### src/rtl/operand_fetch_pkg.sv
// Shared types and constants for the ID-stage operand fetch block.
// Sized to the GPR file and the 32-bit datapath.
package operand_fetch_pkg;

  localparam int unsigned DATA_WIDTH     = 32;
  localparam int unsigned ADDR_WIDTH     = 5;
  localparam int unsigned REG_COUNT      = 32;
  localparam int unsigned NUM_READ_PORTS = 2;

  typedef logic [DATA_WIDTH-1:0] data_t;
  typedef logic [ADDR_WIDTH-1:0] reg_addr_t;

  localparam reg_addr_t REG_ZERO        = '0;
  localparam data_t     STALL_COUNT_MAX = '1;

  // Where a read port's operand comes from this cycle.
  typedef enum logic [1:0] {
    SrcZero,
    SrcEx,
    SrcMem,
    SrcFile
  } fwd_src_e;

  function automatic logic addr_hit(logic en, reg_addr_t write_addr, reg_addr_t read_addr);
    return en && (write_addr == read_addr);
  endfunction

endpackage

### src/rtl/operand_fetch_if.sv
// Bundle between the ID decoder / EX / MEM / WB stages and the operand fetch block.
// master = pipeline side, slave = operand_fetch.
interface operand_fetch_if;
  import operand_fetch_pkg::*;

  logic      read_en_1;
  reg_addr_t read_addr_1;
  logic      read_en_2;
  reg_addr_t read_addr_2;

  logic      ex_write_en;
  reg_addr_t ex_write_addr;
  data_t     ex_write_data;
  logic      ex_is_load;

  logic      mem_write_en;
  reg_addr_t mem_write_addr;
  data_t     mem_write_data;

  logic      wb_write_en;
  reg_addr_t wb_write_addr;
  data_t     wb_write_data;

  data_t     operand_1;
  data_t     operand_2;
  logic      stall_req;
  data_t     stall_count;

  modport master (
    output read_en_1, read_addr_1, read_en_2, read_addr_2,
    output ex_write_en, ex_write_addr, ex_write_data, ex_is_load,
    output mem_write_en, mem_write_addr, mem_write_data,
    output wb_write_en, wb_write_addr, wb_write_data,
    input  operand_1, operand_2, stall_req, stall_count
  );

  modport slave (
    input  read_en_1, read_addr_1, read_en_2, read_addr_2,
    input  ex_write_en, ex_write_addr, ex_write_data, ex_is_load,
    input  mem_write_en, mem_write_addr, mem_write_data,
    input  wb_write_en, wb_write_addr, wb_write_data,
    output operand_1, operand_2, stall_req, stall_count
  );

endinterface

### src/rtl/operand_fetch_gpr_file.sv
// 32x32 GPR storage with a single WB write port and two combinational read ports.
// Reads return zero for disabled ports / r0 and bypass a same-cycle WB write.
module operand_fetch_gpr_file
  import operand_fetch_pkg::*;
(
  input  logic                      clk,
  input  logic                      rst,
  input  logic                      wb_write_en,
  input  reg_addr_t                 wb_write_addr,
  input  data_t                     wb_write_data,
  input  logic [NUM_READ_PORTS-1:0] read_en,
  input  reg_addr_t                 read_addr [NUM_READ_PORTS],
  output data_t                     read_data [NUM_READ_PORTS]
);

  data_t regs_q [REG_COUNT];

  // Entry 0 is reset and never written, so it reads back as zero.
  always_ff @(posedge clk) begin
    if (rst) begin
      for (int unsigned i = 0; i < REG_COUNT; i++) begin
        regs_q[i] <= '0;
      end
    end else if (wb_write_en && (wb_write_addr != REG_ZERO)) begin
      regs_q[wb_write_addr] <= wb_write_data;
    end
  end

  always_comb begin
    for (int unsigned p = 0; p < NUM_READ_PORTS; p++) begin
      read_data[p] = '0;
      if (read_en[p] && (read_addr[p] != REG_ZERO)) begin
        if (addr_hit(wb_write_en, wb_write_addr, read_addr[p])) begin
          read_data[p] = wb_write_data;
        end else begin
          read_data[p] = regs_q[read_addr[p]];
        end
      end
    end
  end

endmodule

### src/rtl/operand_fetch.sv
// ID-stage operand source: GPR file, EX/MEM forwarding, load-use stall detection
// and a saturating stall-cycle counter for debug.
module operand_fetch
  import operand_fetch_pkg::*;
(
  input logic            clk,
  input logic            rst,
  operand_fetch_if.slave bus
);

  logic [NUM_READ_PORTS-1:0] rd_en;
  reg_addr_t                 rd_addr   [NUM_READ_PORTS];
  data_t                     file_data [NUM_READ_PORTS];

  assign rd_en      = {bus.read_en_2, bus.read_en_1};
  assign rd_addr[0] = bus.read_addr_1;
  assign rd_addr[1] = bus.read_addr_2;

  operand_fetch_gpr_file u_gpr_file (
    .clk           (clk),
    .rst           (rst),
    .wb_write_en   (bus.wb_write_en),
    .wb_write_addr (bus.wb_write_addr),
    .wb_write_data (bus.wb_write_data),
    .read_en       (rd_en),
    .read_addr     (rd_addr),
    .read_data     (file_data)
  );

  fwd_src_e                  src      [NUM_READ_PORTS];
  data_t                     operand  [NUM_READ_PORTS];
  logic [NUM_READ_PORTS-1:0] load_use;
  logic                      ex_fwd_ok;
  logic                      load_pending;
  logic                      stall_req;

  // A load in EX has no data yet: it is never a forwarding source, and any
  // reader of its destination must stall until the load reaches MEM.
  always_comb begin
    ex_fwd_ok    = bus.ex_write_en && !bus.ex_is_load;
    load_pending = bus.ex_write_en && bus.ex_is_load && (bus.ex_write_addr != REG_ZERO);
    for (int unsigned p = 0; p < NUM_READ_PORTS; p++) begin
      src[p]      = SrcFile;
      operand[p]  = '0;
      load_use[p] = load_pending && rd_en[p] && (rd_addr[p] == bus.ex_write_addr);

      if (!rd_en[p] || (rd_addr[p] == REG_ZERO)) begin
        src[p] = SrcZero;
      end else if (addr_hit(ex_fwd_ok, bus.ex_write_addr, rd_addr[p])) begin
        src[p] = SrcEx;
      end else if (addr_hit(bus.mem_write_en, bus.mem_write_addr, rd_addr[p])) begin
        src[p] = SrcMem;
      end

      unique case (src[p])
        SrcZero: operand[p] = '0;
        SrcEx:   operand[p] = bus.ex_write_data;
        SrcMem:  operand[p] = bus.mem_write_data;
        SrcFile: operand[p] = file_data[p];
        default: operand[p] = '0;
      endcase

      if (rst) begin
        operand[p] = '0;
      end
    end
    stall_req = !rst && (|load_use);
  end

  assign bus.operand_1 = operand[0];
  assign bus.operand_2 = operand[1];
  assign bus.stall_req = stall_req;

  data_t stall_count_q;
  data_t stall_count_d;

  always_comb begin
    stall_count_d = stall_count_q;
    if (stall_req && (stall_count_q != STALL_COUNT_MAX)) begin
      stall_count_d = stall_count_q + 1'b1;
    end
  end

  always_ff @(posedge clk) begin
    if (rst) begin
      stall_count_q <= '0;
    end else begin
      stall_count_q <= stall_count_d;
    end
  end

  assign bus.stall_count = stall_count_q;

endmodule
### src/flat_wrapper.sv
// flat-port wrapper written by rule: the top's interface ports become plain ports
module operand_fetch_flat import operand_fetch_pkg::*;
  (clk, rst, bus_read_en_1, bus_read_addr_1, bus_read_en_2, bus_read_addr_2, bus_ex_write_en, bus_ex_write_addr, bus_ex_write_data, bus_ex_is_load, bus_mem_write_en, bus_mem_write_addr, bus_mem_write_data, bus_wb_write_en, bus_wb_write_addr, bus_wb_write_data, bus_operand_1, bus_operand_2, bus_stall_req, bus_stall_count);
  operand_fetch_if bus_i ();
  input logic clk;
  input logic rst;
  input wire logic [$bits(bus_i.read_en_1)-1:0] bus_read_en_1;
  input wire logic [$bits(bus_i.read_addr_1)-1:0] bus_read_addr_1;
  input wire logic [$bits(bus_i.read_en_2)-1:0] bus_read_en_2;
  input wire logic [$bits(bus_i.read_addr_2)-1:0] bus_read_addr_2;
  input wire logic [$bits(bus_i.ex_write_en)-1:0] bus_ex_write_en;
  input wire logic [$bits(bus_i.ex_write_addr)-1:0] bus_ex_write_addr;
  input wire logic [$bits(bus_i.ex_write_data)-1:0] bus_ex_write_data;
  input wire logic [$bits(bus_i.ex_is_load)-1:0] bus_ex_is_load;
  input wire logic [$bits(bus_i.mem_write_en)-1:0] bus_mem_write_en;
  input wire logic [$bits(bus_i.mem_write_addr)-1:0] bus_mem_write_addr;
  input wire logic [$bits(bus_i.mem_write_data)-1:0] bus_mem_write_data;
  input wire logic [$bits(bus_i.wb_write_en)-1:0] bus_wb_write_en;
  input wire logic [$bits(bus_i.wb_write_addr)-1:0] bus_wb_write_addr;
  input wire logic [$bits(bus_i.wb_write_data)-1:0] bus_wb_write_data;
  output wire logic [$bits(bus_i.operand_1)-1:0] bus_operand_1;
  output wire logic [$bits(bus_i.operand_2)-1:0] bus_operand_2;
  output wire logic [$bits(bus_i.stall_req)-1:0] bus_stall_req;
  output wire logic [$bits(bus_i.stall_count)-1:0] bus_stall_count;
  assign bus_i.read_en_1 = bus_read_en_1;
  assign bus_i.read_addr_1 = bus_read_addr_1;
  assign bus_i.read_en_2 = bus_read_en_2;
  assign bus_i.read_addr_2 = bus_read_addr_2;
  assign bus_i.ex_write_en = bus_ex_write_en;
  assign bus_i.ex_write_addr = bus_ex_write_addr;
  assign bus_i.ex_write_data = bus_ex_write_data;
  assign bus_i.ex_is_load = bus_ex_is_load;
  assign bus_i.mem_write_en = bus_mem_write_en;
  assign bus_i.mem_write_addr = bus_mem_write_addr;
  assign bus_i.mem_write_data = bus_mem_write_data;
  assign bus_i.wb_write_en = bus_wb_write_en;
  assign bus_i.wb_write_addr = bus_wb_write_addr;
  assign bus_i.wb_write_data = bus_wb_write_data;
  assign bus_operand_1 = bus_i.operand_1;
  assign bus_operand_2 = bus_i.operand_2;
  assign bus_stall_req = bus_i.stall_req;
  assign bus_stall_count = bus_i.stall_count;
  operand_fetch u_core (.clk(clk), .rst(rst), .bus(bus_i));
endmodule
### config.mk
export PLATFORM = sky130hd
export DESIGN_NAME = operand_fetch_flat
export DESIGN_NICKNAME = d
export VERILOG_FILES = /design/src/rtl/operand_fetch_pkg.sv /design/src/rtl/operand_fetch_if.sv /design/src/rtl/operand_fetch_gpr_file.sv /design/src/rtl/operand_fetch.sv /design/src/flat_wrapper.sv
export SDC_FILE = /design/constraint.sdc
export NUM_CORES = 2
export LEC_CHECK = 0
export BUFFER_PORTS_ARGS = -buffer_cell sky130_fd_sc_hd__buf_2
export CORE_ASPECT_RATIO = 0.6
export CORE_MARGIN = 10
export CORE_UTILIZATION = 57
export DETAILED_ROUTE_END_ITERATION = 16
export PLACE_DENSITY = 0.77
export SETUP_SLACK_MARGIN = 0.5
export SLEW_MARGIN = 20
export SYNTH_ARGS = -nofsm -noshare
export SYNTH_HDL_FRONTEND = slang
export SYNTH_SLANG_ARGS = --single-unit
### constraint.sdc
create_clock -name clk -period 4.2 [get_ports clk]
set_input_delay 0.42 -clock clk [delete_from_list [all_inputs] [get_ports clk]]
set_output_delay 0.42 -clock clk [all_outputs]
set_load 0.05 [all_outputs]
==> run_results.csv <==
group,metric,value,unit
cts,root_buffer,"clkbuf_16",
finish,multi_input_area,26000,µm²
detailed_routing,drt_iter0_markers,7280,
setup_path,required,3780,ps
setup_path,rrSetupSlack,1570,ps
setup_path,cp_top_family,"compound AO/OA/AOI/OAI gates",
global_route,grt_pass1_wl,285000,µm
finish,layout-drive-gt1-share,0.278,
setup_path,crit_chain,"buf_4 > or3_1 > o211ai_1 > a21oi_2 > and2_2 > buf_6 > a222oi_1 > nand2_1 > buf_12",
detailed_routing,drt_drc_violations_left,0,
pwr,clkPwrFrac,0.370,
pwr,leakage,0.0230,µW
setup_path,crit_cells,9,
floorplan,dieHeight,269,µm
cts,clkTransAtPathRegs,70,ps
synth,syn_area_per_cell,13.8,µm²
sta,period_minus_slack,3800,ps
global_route,antenna_found_initial,9,
sta,setup_slack,402,ps
floorplan,std_cell_rows,91,
cts,cts_tree,"yes",
setup_path,crit_type,"in2out",
pwr,ir_drop,0.000327,V
synth,ys_seq_area_frac,0.535,
detailed_routing,wl_per_cell,34.7,µm
worst_hold_path,hold_path_depth,2,
finish,post-route-util,0.640,
finish,seq_area,31400,µm²
synth,async_reset_ff_frac,0,
placed_design,place_hpwl,124000,µm
placed_design,gp_congestion,0.941,
sta,rsz0062_at_grt,"yes",
detailed_routing,drt-total-wl,200000,µm
setup_path,crit_start,"bus_read_addr_2[4]",
setup_path,critPathMaxStageDelay,930,ps
pwr,p_per_area,383,nW/µm²
setup_path,critPathBufInv,3,
detailed_routing,firstDrtPassIters,6,
synth,yosysTopAreaCell,"edfxtp_1",
floorplan,core,102000,µm²
floorplan,dieArea,117000,µm²
detailed_routing,ant_nets,0,
sta,fin_skew,17.1,ps
sta,hold_viol_final,0,
setup_path,reg2regPathDepth,5,
synth,yosys.area.top_type_share,0.524,
pwr,combinationalPowerShare,0.136,
sta,worst_pin_slew,1230,ps
cts,clk_path_buf_depth,3,
pwr,internal-power,18600,µW
global_route,grt.overflow.total,0,
sta,setup_viol,0,
pwr,switching_power,6490,µW
setup_path,rr_startpoint,"u_core.bus.stall_count[2]",
setup_path,cp_max_fo,16,
worst_hold_path,worst_hold_path_type,"in2reg",
synth,ys_seq_elements,1056,
finish,final_cell_mix,"edfxtp_1 (1024), and2_1 (994), mux4_2 (366), mux2_2 (206), buf_2 (194)",
global_route,grt_use_total,0.336,
sta,maxSlewViolCount,0,
synth,synth_edf_count,1024,
finish,num-nets-final,4463,
placed_design,portBuffers,225,
synth,synth_area,58700,µm²
detailed_routing,viasPerCell,7.21,
floorplan,die_w,434,µm
outcome,status,"complete, no violations",
cts,cts_buffers,98,
pwr,design_power_total,25100,µW
global_route,grt_max_degree,92,
synth,synthTopCellsByArea,"edfxtp_1 (52%), mux4_2 (14%), and2_1 (11%)",
run,drv_cap,0,
finish,nFillCells,7296,
synth,synth_ff_type,"edfxtp_1",
synth,yosysUniqueCellTypes,68,
setup_path,crit_path_end,"bus_operand_2[10]",
cts,cts_num_sinks,1056,
synth,synth_warnings,0,
setup_path,slowest_stage,"a222oi_1",
floorplan,ios,226,
synth,synthCells,4243,
sta,timing.final.crit_share,0.904,
finish,final_common_cell,"edfxtp_1",
detailed_routing,vias,41600,
cts,htree_levels,3,
setup_path,endpoint_kind,"output port",
cts,clkLatencyLatePin,730,ps
sta,slew_headroom,0.177,
sta,fmax,263,MHz
setup_path,rr_endpoint,"u_core.bus.stall_count[29]",
cts,holdBufCountCts,0,
pwr,sw_frac_of_total,0.258,
floorplan,start_util,0.573,
global_route,grt_pass1_vias,40600,
setup_path,startpoint_type,"primary input",
placed_design,place_ws,300,ps
finish,area_growth,11.8,%
pwr,seqPwrFrac,0.494,
setup_path,arrival,3380,ps
[what timing repair did]
action / in CTS / in global routing
pin swaps: 3 / 3
gates cloned: 0 / 1
endpoints found under the setup margin: 10 / 8
resized for setup: 8 / 9
setup buffers: 1 / 2
[Yosys cell counts (30+ instances only)]
| cell | number |
|---|---|
| edfxtp_1 | 1024 |
| and2_1 | 995 |
| mux4_2 | 366 |
| clkbuf_1 | 297 |
| mux2_2 | 206 |
| mux2i_1 | 193 |
| nand2_1 | 139 |
| o22ai_1 | 105 |
| buf_2 | 100 |
| o211ai_1 | 79 |
| a21oi_1 | 75 |
| nand3_1 | 61 |
| nor2_1 | 55 |
| o21ai_0 | 47 |
| a211oi_1 | 45 |
| a31oi_1 | 36 |
| dfxtp_1 | 32 |
| buf_4 | 30 |
[cells by family after synthesis]
family                   after synthesis  synth area share
flip-flops                          1056             0.535
AND/OR/NAND/NOR                     1367             0.138
AO/OA/AOI/OAI                        540            0.0649
other                                  1         0.0000639
XOR/XNOR                              31           0.00463
multiplexers                         786             0.222
buffers and inverters                461            0.0350
adder cells (fa/ha/maj)                1          0.000213
[through the flow]
stage               TNS (ps)  hold WS [ps]  instance area [µm²]  std cells
finish                     0           112                65600       5766
CTS                        0          67.1                65500       5757
global route               0          90.1                65600       5764
detailed placement         0           486                62200       5575
global placement       -15.8           478                62200       5572
floorplan                  0           618                58800       4274
[flip-flops by register name (all words and copies together), names as in the netlist]
register / cells
u_core.bus.stall_count: 32
u_core.u_gpr_file.regs_q: 1024
[power groups by stage]
stage                     registers, µW  clock network [µW]  logic (µW)
final                             12400                9290        3420
after global routing              12500                9670        3510
after CTS                         12400                9260        3310
after detailed placement          12600                   0        3290
after global placement            12600                   0        3240
after floorplan                   12500                   0        2110
[layout make-up]
cell class	instances	share of cell area
Sequential cell	1056	0.478
Multi-Input combinational cell	2757	0.396
Timing Repair Buffer	413	0.0504
Clock buffer	132	0.0410
Tap cell	1348	0.0257
Clock inverter	49	0.00789
Inverter	7	0.000400
Antenna cell	4	0.000153
[per-layer routing]
metal	up-vias	track usage	wire, µm
met5	-	0	44
li1	16500	-	-
met1	20600	0.458	71500
met4	6	0.165	11200
met2	3871	0.472	83700
met3	641	0.128	33500
[worst min-delay path by stage]
stage,endpoint,from
after CTS,u_core.bus.stall_count[23],rst
after detailed placement,u_core.bus.stall_count[5],u_core.bus.stall_count[5]
after global routing,u_core.bus.stall_count[21],rst
after global placement,u_core.bus.stall_count[5],u_core.bus.stall_count[5]
final,u_core.bus.stall_count[23],rst
after floorplan,u_core.u_gpr_file.regs_q[1][31],bus_wb_write_data[31]
[worst reg2reg max path, delay by kind of cell (launching register included)]
kind	cells	cell delay [ps]
simple gates	4	1700
flops	1	440
mux	1	380
Power figures use the tool's default switching activity.
